File: src/rtl/traffic_pkg.sv
// Shared lane count, level encodings and the queue-depth to congestion-level mapping
// used by the sensor front end of the traffic light controller.
package traffic_pkg;

    localparam int NUM_LANES = 4;
    localparam int LEVEL_W   = 2;

    typedef enum logic [LEVEL_W-1:0] {
        LVL_EMPTY = 2'b00,
        LVL_LOW   = 2'b01,
        LVL_MED   = 2'b10,
        LVL_HIGH  = 2'b11
    } level_t;

    // Thresholds are minimum counts for each level, so they must be ascending.
    function automatic level_t q_to_level(input int q, input int lvl1, input int lvl2, input int lvl3);
        if (q < lvl1) begin
            return LVL_EMPTY;
        end else if (q < lvl2) begin
            return LVL_LOW;
        end else if (q < lvl3) begin
            return LVL_MED;
        end else begin
            return LVL_HIGH;
        end
    endfunction

endpackage

File: src/rtl/lane_tracker.sv
// One lane: detector synchroniser and debounce, green-phase departure timer,
// saturating vehicle queue and registered congestion level.
module lane_tracker
    import traffic_pkg::*;
#(
    parameter int DEBOUNCE = 3,
    parameter int DEPART   = 5,
    parameter int QMAX     = 15,
    parameter int LVL1     = 1,
    parameter int LVL2     = 4,
    parameter int LVL3     = 8
) (
    input  logic               clk,
    input  logic               rst,
    input  logic               detect,
    input  logic               green,
    output logic [LEVEL_W-1:0] level,
    output logic               overflow
);

    localparam int QW = $clog2(QMAX + 1);

    logic          sync1_reg;
    logic          sync2_reg;
    logic [3:0]    deb_reg;
    logic          arrival_reg;
    logic [7:0]    timer_reg;
    logic [7:0]    timer_next;
    logic [QW-1:0] q_reg;
    level_t        level_reg;
    logic          overflow_reg;
    logic          run;
    logic          depart;

    // The timer only advances while there is something to send away.
    assign run    = green && (q_reg != '0);
    assign depart = run && (timer_reg == 8'(DEPART - 1));

    always_comb begin
        timer_next = timer_reg + 8'd1;
        if (!run || depart) begin
            timer_next = 8'd0;
        end
    end

    always_ff @(posedge clk) begin
        if (!rst) begin
            sync1_reg    <= 1'b0;
            sync2_reg    <= 1'b0;
            deb_reg      <= 4'd0;
            arrival_reg  <= 1'b0;
            timer_reg    <= 8'd0;
            q_reg        <= '0;
            level_reg    <= LVL_EMPTY;
            overflow_reg <= 1'b0;
        end else begin
            sync1_reg <= detect;
            sync2_reg <= sync1_reg;

            // Saturating at DEBOUNCE means a held detector yields exactly one arrival.
            if (!sync2_reg) begin
                deb_reg <= 4'd0;
            end else if (deb_reg != 4'(DEBOUNCE)) begin
                deb_reg <= deb_reg + 4'd1;
            end
            arrival_reg <= sync2_reg && (deb_reg == 4'(DEBOUNCE - 1));

            timer_reg <= timer_next;

            case ({arrival_reg, depart})
                2'b10: begin
                    if (q_reg == QW'(QMAX)) begin
                        overflow_reg <= 1'b1;
                    end else begin
                        q_reg <= q_reg + 1'b1;
                    end
                end
                2'b01:   q_reg <= q_reg - 1'b1;
                default: q_reg <= q_reg;
            endcase

            level_reg <= q_to_level(int'(q_reg), LVL1, LVL2, LVL3);
        end
    end

    assign level    = level_reg;
    assign overflow = overflow_reg;

endmodule

File: src/rtl/lane_queue_encoder.sv
// Sensor-side front end: four lane trackers, illegal multi-green detection and
// packing of per-lane congestion levels onto the controller's sensors bus.
module lane_queue_encoder
    import traffic_pkg::*;
#(
    parameter int DEBOUNCE = 3,
    parameter int DEPART   = 5,
    parameter int QMAX     = 15,
    parameter int LVL1     = 1,
    parameter int LVL2     = 4,
    parameter int LVL3     = 8
) (
    input  logic                   clk,
    input  logic                   rst,
    input  logic [NUM_LANES:1]     detect,
    input  logic [NUM_LANES:1]     traffic,
    output logic [2*NUM_LANES:1]   sensors,
    output logic [NUM_LANES:1]     overflow,
    output logic                   green_err
);

    logic multi_green;
    logic green_err_reg;

    // Clearing the lowest set bit leaves something only if two or more were set.
    assign multi_green = (traffic & (traffic - 1'b1)) != '0;

    always_ff @(posedge clk) begin
        if (!rst) begin
            green_err_reg <= 1'b0;
        end else if (multi_green) begin
            green_err_reg <= 1'b1;
        end
    end

    assign green_err = green_err_reg;

    generate
        for (genvar gi = 0; gi < NUM_LANES; gi++) begin : g_lane
            logic [LEVEL_W-1:0] lane_level;

            lane_tracker #(
                .DEBOUNCE (DEBOUNCE),
                .DEPART   (DEPART),
                .QMAX     (QMAX),
                .LVL1     (LVL1),
                .LVL2     (LVL2),
                .LVL3     (LVL3)
            ) u_lane (
                .clk      (clk),
                .rst      (rst),
                .detect   (detect[gi+1]),
                .green    (traffic[gi+1] && !multi_green),
                .level    (lane_level),
                .overflow (overflow[gi+1])
            );

            assign sensors[2*gi+2 -: 2] = lane_level;
        end
    endgenerate

endmodule

File: config.mk
export PLATFORM = sky130hd
export DESIGN_NAME = lane_queue_encoder
export DESIGN_NICKNAME = d
export VERILOG_FILES = /design/src/rtl/traffic_pkg.sv /design/src/rtl/lane_tracker.sv /design/src/rtl/lane_queue_encoder.sv
export SDC_FILE = /design/constraint.sdc
export NUM_CORES = 1
export LEC_CHECK = 0
export BUFFER_PORTS_ARGS = -buffer_cell sky130_fd_sc_hd__buf_2
export CAP_MARGIN = 15
export CORE_UTILIZATION = 30
export CTS_CLUSTER_SIZE = 14
export DETAILED_ROUTE_END_ITERATION = 10
export GPL_TIMING_DRIVEN = 0
export PLACE_DENSITY = 0.49
export SLEW_MARGIN = 30
export SYNTH_ARGS = -nofsm -noshare
export SYNTH_HDL_FRONTEND = slang
export SYNTH_SLANG_ARGS = --single-unit
File: constraint.sdc
create_clock -name clk -period 2.28 [get_ports clk]
set_input_delay 0.342 -clock clk [delete_from_list [all_inputs] [get_ports clk]]
set_output_delay 0.342 -clock clk [all_outputs]
set_load 0.1 [all_outputs]
==> summary by stage <==
Run status
The run finished with clean final reports.

Power
The power share of the sequential group is about 52%. The leakage power is between 1.5 and 2 nW. Dividing total power by cell area gives a power density of ~630 nW/um2. For this design the total switching power over the nets is about 0.00064 W.

Across the VDD grid, the largest voltage drop is between 300 and 400 uV. Net switching is between 20% and 30% of the power. The internal power consumption is between 0.002 and 0.0025 W.

In this run, the combinational gates consume under 10% of the power. After layout, the design draws a total of 0.00302 W. The clock share of power is between 40 and 50%.

Clocking
Buffers added to address setup during post-CTS repair amount to 0. The clock insertion delay at the later pin of the skew report is around 0.34 ns. The clock sink total is 89. The total clock buffers created by CTS is 9. In this run the deepest clock path goes through 2 buffers. The tree is rooted in a clkbuf_16. In this run, post-CTS hold repair placed 0 buffers.

Clock-pin slew was measured on the worst setup and hold paths at 0.06 ns. The H-tree generated during clock tree synthesis spans 3 levels. The post-CTS resize count is 0.

TritonCTS built the clock tree.

Setup path
The buffer and inverter count on the worst path is 1. The required time reported for the critical path endpoint is between 2 and 3 ns. On the worst path, the slowest cell contributes a delay of 0.49 ns. The signal on the critical path passes through inv_1 -> ha_1 -> or3b_2 -> nand4_2 -> mux2i_1 -> xnor2_1 -> and2_1.

Broken down by cell family, the worst path's largest delay share belongs to simple AND/OR/NAND/NOR gates. Among all stages on the critical path, the largest delay is contributed by or3b_2. Of all nets on the critical path, the largest fanout is 9. STA classifies the critical path endpoint as a flip-flop.

The critical path is of the flip-flop to flip-flop type. The data arrival time of the worst path is 2.19 ns. The worst setup path is launched from a flip-flop.

Cells and area
The number of antenna cells inserted is 0. The number of nets at the end of the flow is about 530. The register with the most flip-flops in the layout has 32 of them.

The post-synthesis to final-layout area growth is 14.3%. The ratio of cells with drive above 1 in the final layout is a little under an eighth.

STA
Setup violations remaining at the end of the flow were counted as 0. The highest attainable clock frequency is 514 MHz. The total count of max-transition violations in the final report came to 0. The clock tree skew after final layout is approximately 0.0040 ns. Setup repair after global routing left no endpoint under its margin.

In the final timing run, aggregate negative setup slack is 0 ns. The final-report hold violation count is 0. In this run the tightest slew margin relative to its limit is 59.5%. The final critical path takes up a little under nine tenths of the cycle.

The time the final worst path needs with I/O delays and setup is between 1.5 and 2 ns. For the pin with the worst max-slew slack, the measured transition is roughly 0.61 ns.

Floorplan
The number of core rows is 42. Once the floorplan was initialized, standard cells occupied 31.3% of the core. 23 I/O pins were placed. The area enclosed by the die boundary is 14,500 um2. The core region is ~13,000 um2.

From left edge to right edge, the die measures 120 um. The die is approximately 120 um tall.

Run
Max-cap violations in this run came to 0.

Synth
The Yosys step of the flow raised 0 warnings. Counting flops with a built-in enable in the synthesized netlist gives 0. The average instance in the mapped netlist occupies a little over 9 um2. The synthesized design contains ~90 register bits. Synthesis produced a netlist with a net count of ~500. Sequential elements use 42.3% of the synthesized area. In the synthesized netlist, the number of instances is about 470. After synthesis, the share of flip-flops with an asynchronous set or reset is 0%. Yosys mapped the design onto 50 distinct sky130hd cell types. The dominant register cell in the synthesized netlist is dfxtp_1. The synthesized netlist occupies a cell area of 4210 um2.

Routing
The post-detailed-routing wire length is approximately 7600 um. The detailed-routing iteration count for the pre-antenna-repair pass is 4. The DRC violation count after routing is 0. The violation count after the first detailed-route iteration is about 160. The count of nets left with antenna violations once routing finished came out at 0. The post-detailed-route via-to-cell ratio is around 4.5.

For this block, the via count after detailed routing is 3,076. After detailed routing, the average wire length per cell comes to around 11 um.

Global routing
The number of antenna violations at the first check in global routing is 0. The overall routing resource usage is roughly 12%. Entering global routing, the biggest net connects 14 pins.

The total overflow left after global routing is 0. The number of global-route vias before repair came to around 2,900. The first-pass GRT wire length is between 10,000 and 15,000 um.

Place
The routability congestion estimate from global placement is between 0.7 and 0.8. The number of input and output port buffers inserted is 21. After legalization and detailed placement, the total HPWL measured about 5500 um.

Worst hold path
In this run the worst hold path is classified as input pin to flip-flop.
## kinds of logic (layout without fill, tap and decap cells)
logic type	count (synthesis)	after routing	share of synthesized area (%)
AO/OA/AOI/OAI	46	46	7.37
AND/OR/NAND/NOR	202	202	25.9
flip-flops	89	89	42.3
multiplexers	19	19	4.61
adder cells (fa/ha/maj)	25	25	7.37
buffers and inverters	46	83	4.55
XOR/XNOR	38	38	7.90
## layout by cell type (no fill, tap or decap), types with 9 or more instances in the layout
cell type | netlist | final
nand3_1 | 22 | 22
a21oi_1 | 11 | 11
o21a_1 | 11 | 11
mux2i_1 | 16 | 16
and3_1 | 9 | 9
dfxtp_1 | 89 | 89
clkbuf_16 | 0 | 9
xor2_1 | 19 | 19
buf_2 | 3 | 24
and2_1 | 14 | 14
xnor2_1 | 19 | 19
nand2_1 | 36 | 36
inv_1 | 26 | 26
nor2_1 | 64 | 64
ha_1 | 24 | 24
clkbuf_1 | 13 | 15
## power groups by stage
stage | sequential, W | clock [W] | combinational, W
after detailed placement | 0.00160 | 0 | 0.0000663
after floorplan | 0.00161 | 0 | 0.0000298
after CTS | 0.00157 | 0.00144 | 0.0000666
after global routing | 0.00157 | 0.00149 | 0.0000727
after global placement | 0.00160 | 0 | 0.0000655
final | 0.00157 | 0.00138 | 0.0000650
## per-layer routing
layer,global-route usage (%),wire [um],part of all wire (%)
met1,14.8,3950,52
met2,18.1,3320,43
met3,3.58,278,3.6
met5,0,0,0
met4,4.17,102,1.3
## path summary, 6_finish.rpt
kind | slack, ns | end | cells after the start | start
setup / recovery | 0.33 | g_lane[1].u_lane.q_reg[2] | 7 | g_lane[1].u_lane.q_reg[1]
hold / removal | 0.21 | g_lane[2].u_lane.sync1_reg | 2 | detect[3]
setup reg to reg | 0.33 | g_lane[1].u_lane.q_reg[2] | 7 | g_lane[1].u_lane.q_reg[1]
hold reg to reg | 0.43 | g_lane[1].u_lane.sync2_reg | 1 | g_lane[1].u_lane.sync1_reg
## worst register-to-register path, cell delays in order, from the launching register on
cell	delay, ns
dfxtp_1	0.34
inv_1	0.10
ha_1	0.18
or3b_2	0.49
nand4_2	0.26
mux2i_1	0.25
xnor2_1	0.08
and2_1	0.16
## final cells by class
class,instances,area (um2)
Multi-Input combinational cell,330,2240
Inverter,26,97.6
Clock buffer,13,260
Timing Repair Buffer,21,105
Clock inverter,3,15.0
Tap cell,176,220
Sequential cell,89,1780
Buffer,20,93.8
Fill cell,1425,8640
## synth_stat cells (6+ instances only)
| cell type | number | share of area, % |
|---|---|---|
| nand2_1 | 36 | 3.2 |
| inv_1 | 26 | 2.3 |
| xnor2_1 | 19 | 4.0 |
| and3_1 | 9 | 1.3 |
| ha_1 | 24 | 7.1 |
| o21a_1 | 11 | 2.0 |
| xor2_1 | 19 | 4.0 |
| nand3_1 | 22 | 2.6 |
| dfxtp_1 | 89 | 42 |
| a21oi_1 | 11 | 1.3 |
| nor2_1 | 64 | 5.7 |
| mux2i_1 | 16 | 3.8 |
| nor2b_1 | 6 | 0.89 |
| clkbuf_1 | 13 | 1.2 |
| and2_1 | 14 | 2.1 |
## metrics by stage
| stage | std cells | setup slack (ns) | instance area, um2 | hold slack, ns | util [%] |
|---|---|---|---|---|---|
| finish | 678 | 0.334 | 4810 | 0.205 | 35.8 |
| floorplan | 465 | 0.497 | 4210 | 0.412 | - |
| global placement | 662 | 0.245 | 4540 | 0.416 | 33.7 |
| detailed placement | 662 | 0.273 | 4540 | 0.421 | 33.7 |
| CTS | 678 | 0.322 | 4810 | 0.194 | 35.8 |
| global route | 678 | 0.203 | 4810 | 0.204 | 35.8 |
Note: power is estimated with default switching activity, not from simulation.
